### config.mk
export PLATFORM = sky130hd
export DESIGN_NAME = msx_mapper_multi_flat
export DESIGN_NICKNAME = d
export VERILOG_FILES = /design/src/rtl/msx_mapper_multi_if.sv /design/src/rtl/msx_mapper_multi.sv /design/src/flat_wrapper.sv
export SDC_FILE = /design/constraint.sdc
export NUM_CORES = 1
export LEC_CHECK = 0
export CAP_MARGIN = 20
export CELL_PAD_IN_SITES_DETAIL_PLACEMENT = 0
export CELL_PAD_IN_SITES_GLOBAL_PLACEMENT = 1
export CORE_ASPECT_RATIO = 1.5
export CORE_MARGIN = 2
export CORE_UTILIZATION = 33
export DETAILED_ROUTE_END_ITERATION = 8
export HOLD_SLACK_MARGIN = 0.03
export PLACE_DENSITY_LB_ADDON = 0.1
export SETUP_SLACK_MARGIN = 0.3
export SYNTH_ARGS = -nofsm -noshare
export SYNTH_HDL_FRONTEND = slang
export SYNTH_SLANG_ARGS = --single-unit
export TNS_END_PERCENT = 20
### constraint.sdc
create_clock -name clk -period 3.21 [get_ports clk]
set_input_delay 0.642 -clock clk [delete_from_list [all_inputs] [get_ports clk]]
set_output_delay 0.642 -clock clk [all_outputs]
set_load 0.005 [all_outputs]
### src/rtl/msx_mapper_multi_if.sv
// Z80 cartridge-slot bus as seen by the mapper: address/data, strobes and readback.
interface msx_mapper_multi_if;
   logic [15:0] addr;
   logic [7:0]  cdin;
   logic [7:0]  cdout;
   logic        cdout_oe;
   logic        sltsl_n;
   logic        merq_n;
   logic        iorq_n;
   logic        m1_n;
   logic        rd_n;
   logic        wr_n;

   modport master (
      output addr, cdin, sltsl_n, merq_n, iorq_n, m1_n, rd_n, wr_n,
      input  cdout, cdout_oe
   );

   modport slave (
      input  addr, cdin, sltsl_n, merq_n, iorq_n, m1_n, rd_n, wr_n,
      output cdout, cdout_oe
   );
endinterface

### src/rtl/msx_mapper_multi.sv
// Multi-layout MSX cartridge mapper: bank-switch decode, SDRAM address translation,
// bank readback and RAM-mode control over I/O, with one commit per Z80 bus access.
module msx_mapper_multi #(
   parameter int                 ADDR_W    = 23,
   parameter int                 BANK_W    = 8,
   parameter logic [ADDR_W-1:0]  BASE_ADDR = 23'h420000,
   parameter logic [7:0]         RAM_PORT  = 8'h8E,
   parameter logic [7:0]         RB_PORT   = 8'h8C
) (
   input  logic                 clk,
   input  logic                 reset_n,
   input  logic                 enable,
   msx_mapper_multi_if.slave    bus,
   input  logic [2:0]           mapper_type,
   input  logic [BANK_W-1:0]    bank_mask,
   input  logic                 scc_enable,
   output logic                 cart_ena,
   output logic                 ram_ena,
   output logic [ADDR_W-1:0]    mem_addr,
   output logic                 scc_sel
);

   typedef enum logic {ST_IDLE, ST_HOLD} state_t;

   state_t            state;
   logic [BANK_W-1:0] bank_r [4];
   logic              scc_on;

   logic [1:0]        page;
   logic [1:0]        bank_idx;
   logic              bank_hit;
   logic              scc_hit;
   logic              commit;
   logic              scc_wr;
   logic              io_cyc;
   logic              bus_quiet;
   logic [7:0]        port;
   logic [BANK_W-1:0] bank_8k;
   logic [BANK_W-1:0] bank_16k;
   logic [ADDR_W-1:0] offset;

   assign page      = {bus.addr[15], bus.addr[13]};
   assign port      = bus.addr[7:0];
   assign cart_ena  = ~bus.sltsl_n & ~bus.merq_n & bus.iorq_n &
                      (bus.addr[15:14] == 2'b01 || bus.addr[15:14] == 2'b10);
   assign scc_sel   = scc_on & (mapper_type == 3'b001) & ~bus.sltsl_n & ~bus.merq_n &
                      bus.iorq_n & (bus.addr[15:11] == 5'b10011);
   assign scc_hit   = (mapper_type == 3'b001) & (bus.addr[15:11] == 5'b10010);
   assign commit    = cart_ena & ~bus.wr_n & bank_hit & ~ram_ena;
   assign scc_wr    = cart_ena & ~bus.wr_n & scc_hit;
   assign io_cyc    = ~bus.iorq_n & bus.m1_n;
   assign bus_quiet = bus.rd_n & bus.wr_n & bus.iorq_n & bus.merq_n;

   // NOTE: every variable assigned here gets a default first so no latch is inferred.
   always_comb begin
      bank_hit = 1'b0;
      bank_idx = page;
      case (mapper_type)
         3'b000: bank_hit = 1'b1;
         3'b001: bank_hit = (bus.addr[12:11] == 2'b10);
         3'b010: begin
            bank_hit = (bus.addr[15:11] == 5'b01100) || (bus.addr[15:11] == 5'b01110);
            bank_idx = {1'b0, bus.addr[12]};
         end
         3'b011: begin
            bank_hit = (bus.addr[15:13] == 3'b011);
            bank_idx = bus.addr[12:11];
         end
         default: bank_hit = 1'b0;
      endcase
   end

   // Translation is purely combinational, so a committed bank shows on the next access.
   always_comb begin
      bank_8k  = bank_r[page] & bank_mask;
      bank_16k = bank_r[{1'b0, bus.addr[15]}] & bank_mask;
      if (mapper_type[2])
         offset = ADDR_W'(bus.addr[14:0]) - ADDR_W'(15'h4000);
      else if (mapper_type == 3'b010)
         offset = ADDR_W'({bank_16k, bus.addr[13:0]});
      else
         offset = ADDR_W'({bank_8k, bus.addr[12:0]});
      mem_addr = BASE_ADDR + offset;
   end

   // NOTE: the four bank registers are reset individually (reg[i]=i); this is a
   // small flop file, not a RAM, so resetting it costs nothing and is required.
   always_ff @(posedge clk) begin
      if (!reset_n) begin
         for (int i = 0; i < 4; i++) bank_r[i] <= BANK_W'(i);
         ram_ena      <= 1'b0;
         scc_on       <= 1'b0;
         bus.cdout    <= 8'h00;
         bus.cdout_oe <= 1'b0;
         state        <= ST_IDLE;
      end else if (enable) begin
         case (state)
            ST_IDLE: begin
               if (commit || scc_wr) begin
                  if (commit) bank_r[bank_idx] <= bus.cdin[BANK_W-1:0];
                  if (scc_wr) scc_on <= (bus.cdin[5:0] == 6'h3F) & scc_enable;
                  state <= ST_HOLD;
               end else if (io_cyc) begin
                  if (port == RAM_PORT && !bus.rd_n)      ram_ena <= 1'b1;
                  else if (port == RAM_PORT && !bus.wr_n) ram_ena <= 1'b0;
                  if (port[7:2] == RB_PORT[7:2] && !bus.rd_n) begin
                     bus.cdout    <= 8'(bank_r[port[1:0]]);
                     bus.cdout_oe <= 1'b1;
                  end
                  state <= ST_HOLD;
               end
            end
            ST_HOLD: begin
               // Stay here until the Z80 releases every strobe: one commit per access.
               if (bus_quiet) begin
                  bus.cdout_oe <= 1'b0;
                  state        <= ST_IDLE;
               end
            end
            default: state <= ST_IDLE;
         endcase
      end
   end

endmodule

### src/flat_wrapper.sv
// flat-port wrapper written by rule: the top's interface ports become plain ports
module msx_mapper_multi_flat 
#(
   parameter int                 ADDR_W    = 23,
   parameter int                 BANK_W    = 8,
   parameter logic [ADDR_W-1:0]  BASE_ADDR = 23'h420000,
   parameter logic [7:0]         RAM_PORT  = 8'h8E,
   parameter logic [7:0]         RB_PORT   = 8'h8C
)
  (clk, reset_n, enable, mapper_type, bank_mask, scc_enable, cart_ena, ram_ena, mem_addr, scc_sel, bus_addr, bus_cdin, bus_sltsl_n, bus_merq_n, bus_iorq_n, bus_m1_n, bus_rd_n, bus_wr_n, bus_cdout, bus_cdout_oe);
  msx_mapper_multi_if bus_i ();
  input  logic clk;
  input  logic reset_n;
  input  logic enable;
  input  logic [2:0] mapper_type;
  input  logic [BANK_W-1:0] bank_mask;
  input  logic scc_enable;
  output logic cart_ena;
  output logic ram_ena;
  output logic [ADDR_W-1:0] mem_addr;
  output logic scc_sel;
  input wire logic [$bits(bus_i.addr)-1:0] bus_addr;
  input wire logic [$bits(bus_i.cdin)-1:0] bus_cdin;
  input wire logic [$bits(bus_i.sltsl_n)-1:0] bus_sltsl_n;
  input wire logic [$bits(bus_i.merq_n)-1:0] bus_merq_n;
  input wire logic [$bits(bus_i.iorq_n)-1:0] bus_iorq_n;
  input wire logic [$bits(bus_i.m1_n)-1:0] bus_m1_n;
  input wire logic [$bits(bus_i.rd_n)-1:0] bus_rd_n;
  input wire logic [$bits(bus_i.wr_n)-1:0] bus_wr_n;
  output wire logic [$bits(bus_i.cdout)-1:0] bus_cdout;
  output wire logic [$bits(bus_i.cdout_oe)-1:0] bus_cdout_oe;
  assign bus_i.addr = bus_addr;
  assign bus_i.cdin = bus_cdin;
  assign bus_i.sltsl_n = bus_sltsl_n;
  assign bus_i.merq_n = bus_merq_n;
  assign bus_i.iorq_n = bus_iorq_n;
  assign bus_i.m1_n = bus_m1_n;
  assign bus_i.rd_n = bus_rd_n;
  assign bus_i.wr_n = bus_wr_n;
  assign bus_cdout = bus_i.cdout;
  assign bus_cdout_oe = bus_i.cdout_oe;
  msx_mapper_multi #(.ADDR_W(ADDR_W), .BANK_W(BANK_W), .BASE_ADDR(BASE_ADDR), .RAM_PORT(RAM_PORT), .RB_PORT(RB_PORT)) u_core (.clk(clk), .reset_n(reset_n), .enable(enable), .bus(bus_i), .mapper_type(mapper_type), .bank_mask(bank_mask), .scc_enable(scc_enable), .cart_ena(cart_ena), .ram_ena(ram_ena), .mem_addr(mem_addr), .scc_sel(scc_sel));
endmodule
==> results.json <==
{
  "first_pass_iters": 4,
  "crit_path_cell_trace": "buf_6 -> buf_12 -> buf_4 -> buf_8 -> mux4_2 -> a311oi_2 -> a21oi_1 -> clkdlybuf4s50_1",
  "muxShareOfSynthArea_pct": 18.29,
  "post_synth_and_or_nand_nor_area_fraction_pct": 22.70,
  "die_h_um": 116.4,
  "leading_post_synthesis_cells_by_cell_area": "edfxtp_1 (35%), mux4_2 (8.9%), dfxtp_1 (8.6%)",
  "cts_made_buffers": 5,
  "grt_most_used_layer": "met2",
  "flow.area_growth_from_synthesis_pct": 50.23,
  "via_count": 2435,
  "post-route-period-util_pct": 93.75,
  "rr_startpoint": "u_core.state$_SDFFE_PN0P_",
  "tritoncts_sinks": 44,
  "synth_area_um2": 2778,
  "timing.max_slew.rel_slack_pct": 58.27,
  "crit_path_end_kind": "output pin",
  "xor_xnor_fraction_of_synth_area_pct": 0.9459,
  "post-place-ws_ps": -624.4,
  "max-vdd-ir-drop_mv": 0.1867,
  "fp.dieArea_um2": 9182,
  "yosys_warns": 0,
  "outcome": "finished, final reports clean",
  "insertedDiodeCount": 0,
  "yosys.cell_types.count": 45,
  "cellPowerDensity_nw_per_um2": 366.5,
  "setup_viol": 0,
  "final_net_count": 417,
  "crit_path_max_fanout": 7,
  "worst_ep_required_time_ps": 2570,
  "synthAdderAreaFrac_pct": 0.4505,
  "fraction_of_met2_tracks_used_by_global_routing_pct": 36.24,
  "number_of_remaining_drc_errors": 0,
  "synth.net_count": 317,
  "die_w_um": 78.91,
  "cellLeakagePower_nw": 1.496,
  "ys_dominant_reg_cell": "edfxtp_1",
  "hold-worst-slack_ps": 502.1,
  "clock_path_buffers": 2,
  "synth_largest_area_cell": "edfxtp_1",
  "critPathBufInv": 5,
  "final_layout_size_suffix_gt1_share_pct": 26.88,
  "place_area_um2": 3766,
  "synthDominantCellAreaShare_pct": 34.59,
  "floorplan.initialDensity_pct": 33.42,
  "power.total_w": 0.001529,
  "drt_wl_total_mm": 8.371,
  "cts_hold_repair.buffers": 0,
  "clock_skew_ps": 5.749,
  "place_hpwl_mm": 6.547,
  "worstSetupStartpointType": "primary input",
  "fp-row-count": 41,
  "slowest_stage": "mux4_2",
  "design_area_um2": 4173,
  "grt_start_max_net_pins": 18,
  "grt_use_met3_pct": 3.632,
  "placement.io_buffers": 73,
  "gp_routability_congestion": 0.8035,
  "seq_area_frac_synth_pct": 43.24,
  "timing.hold.worst.class": "flop to flop",
  "final_max_slew_viol_count": 0,
  "setup_repair_after_global_routing_missed_its_margin": "true",
  "globalRouteTotalUtil_pct": 19.22,
  "grt_first_pass_wirelength_mm": 13.09,
  "clk_root_buffer_cell": "clkbuf_16",
  "standard_cell_core_area_um2": 8310,
  "layout_setup_ws_ps": 200.6,
  "combinational_family_with_the_most_area_after_synthesis": "simple AND/OR/NAND/NOR gates",
  "first_global_vias": 2478,
  "globalRouteMet1Util_pct": 20.83,
  "worst-slew-pin-transition_ps": 610.1,
  "worst_setup_hold_path_clk_slew_ps": 60,
  "avg_cell_area_syn_um2": 10.25,
  "clk-insertion-delay-late_ps": 290,
  "first_iter_violations": 64,
  "grt-ovfl-total": 0,
  "critPathLaunch": "bus_addr[13]",
  "min_from": "u_core.ram_ena$_SDFFE_PN0P_",
  "critPathMaxStageDelay_ps": 500,
  "timing_hold_violations_final": 0,
  "synth-compound-area-share_pct": 7.748,
  "wl_per_cell_um": 17.48,
  "antenna_violating_nets_post_route": 0,
  "antenna_found_initial": 0,
  "post_synth_inst_count": 271,
  "ctsHtreeMaxLevel": 2,
  "synth_async_sr_flop_share_pct": 0,
  "synth_enable_flop_cells": 32,
  "ys_ff_latch": 44,
  "routed_via_density": 5.084,
  "clock.fmax_ghz": 0.3323,
  "worst-endpoint-arrival_ps": 2370,
  "io_pins": 80,
  "critical_path_class": "primary input to output pin",
  "max-cap-violations": 0,
  "tritoncts_clock_tree": "built",
  "worst_path_dominant_cell_family": "buffers and inverters",
  "fin_crit_ps": 3009
}
==> flip-flops by register name, summed over array words and instances, names as in the netlist <==
name	flops
u_core.scc_on	1
u_core.bus.cdout_oe	1
u_core.state	1
u_core.bank_r	32
u_core.ram_ena	1
u_core.bus.cdout	8
==> Yosys cell counts (2+ instances only) <==
cell,instances
or3b_1,2
nor2_1,33
nor2b_1,12
nor4_1,4
a21oi_1,7
nand2b_1,5
a22oi_1,2
buf_4,14
nand2_1,23
nand3_1,7
mux4_2,11
o21ai_1,3
or3_1,8
nand4_1,2
dfxtp_1,12
mux2i_1,17
edfxtp_1,32
nor3_1,8
inv_1,4
o21a_1,3
mux2_2,8
and3_1,4
nand3b_1,3
buf_1,2
a31oi_1,5
clkbuf_1,12
o21ai_0,3
nor4b_1,5
o41ai_1,2
xnor2_1,3
==> per-stage QoR <==
stage                     std cells  util [%]  TNS, ps
after floorplan                 271         -        0
after global placement          460     45.32    -3582
after detailed placement        460     45.32    -3882
after CTS                       474     49.40        0
after global routing            479     50.21        0
final                           479     50.21        0
==> where the power goes <==
part | leakage [nW] | internal [W] | switching [W]
Sequential | 0.411 | 0.000623 | 0.0000113
Combinational | 1.00 | 0.000175 | 0.000132
Clock | 0.0814 | 0.000366 | 0.000222
==> layout make-up <==
class,instances,area (µm²)
sequential,44,1201
timing repair buffer,122,1119
clock buffer,5,125.1
tap,107,133.9
fill,807,4138
multi-input combinational,194,1536
clock inverter,3,42.54
inverter,4,15.01
==> cells by family (layout without fill, tap and decap cells) <==
logic type,count (synthesis),count (layout)
simple gates,121,121
fa+ha+maj,1,1
compound gates,33,33
buf+inv,33,134
mux,36,36
xor+xnor,3,3
flops,44,44
==> path summary, 6_finish.rpt <==
kind                                       end  slack [ps]  depth (start not counted)
max                               mem_addr[14]         200                          8
min                u_core.ram_ena$_SDFFE_PN0P_         500                          2
max reg2reg  u_core.bank_r[0][0]$_SDFFCE_PN0P_        1380                          4
min reg2reg        u_core.ram_ena$_SDFFE_PN0P_         500                          2
==> per-layer routing <==
metal  wire length (µm)  part of all wire (%)
met1               3229                    39
met4                225                   2.7
met2               4564                    55
met3                350                   4.2
met5                  0                     0
==> worst register-to-register path: stages, from the launching register on <==
cell and delay, ps:
dfxtp_1 340, nor2b_1 270, and2_1 250, nand3_1 120
a2111oi_0 570
==> what timing repair did <==
action	4_1_cts	5_1_grt
gates resized for setup	58	8
setup endpoints to repair	12	42
buffers inserted	6	5
pin swaps	10	6
cloned	0	0
==> placed cells by master (no fill, tap or decap), types with 4 or more instances in the layout <==
master	count
a21oi_1	6
a31oi_1	5
buf_2	4
buf_4	43
buf_6	4
clkbuf_16	5
clkdlybuf4s50_1	59
dfxtp_1	12
dlygate4sd2_1	8
edfxtp_1	32
inv_1	4
mux2_2	8
mux2i_1	16
mux4_2	11
nand2_1	23
nand2b_1	5
nand3_1	7
nor2_1	33
nor2b_1	11
nor3_2	4
or3_1	8
(Power assumes the default switching activity.)
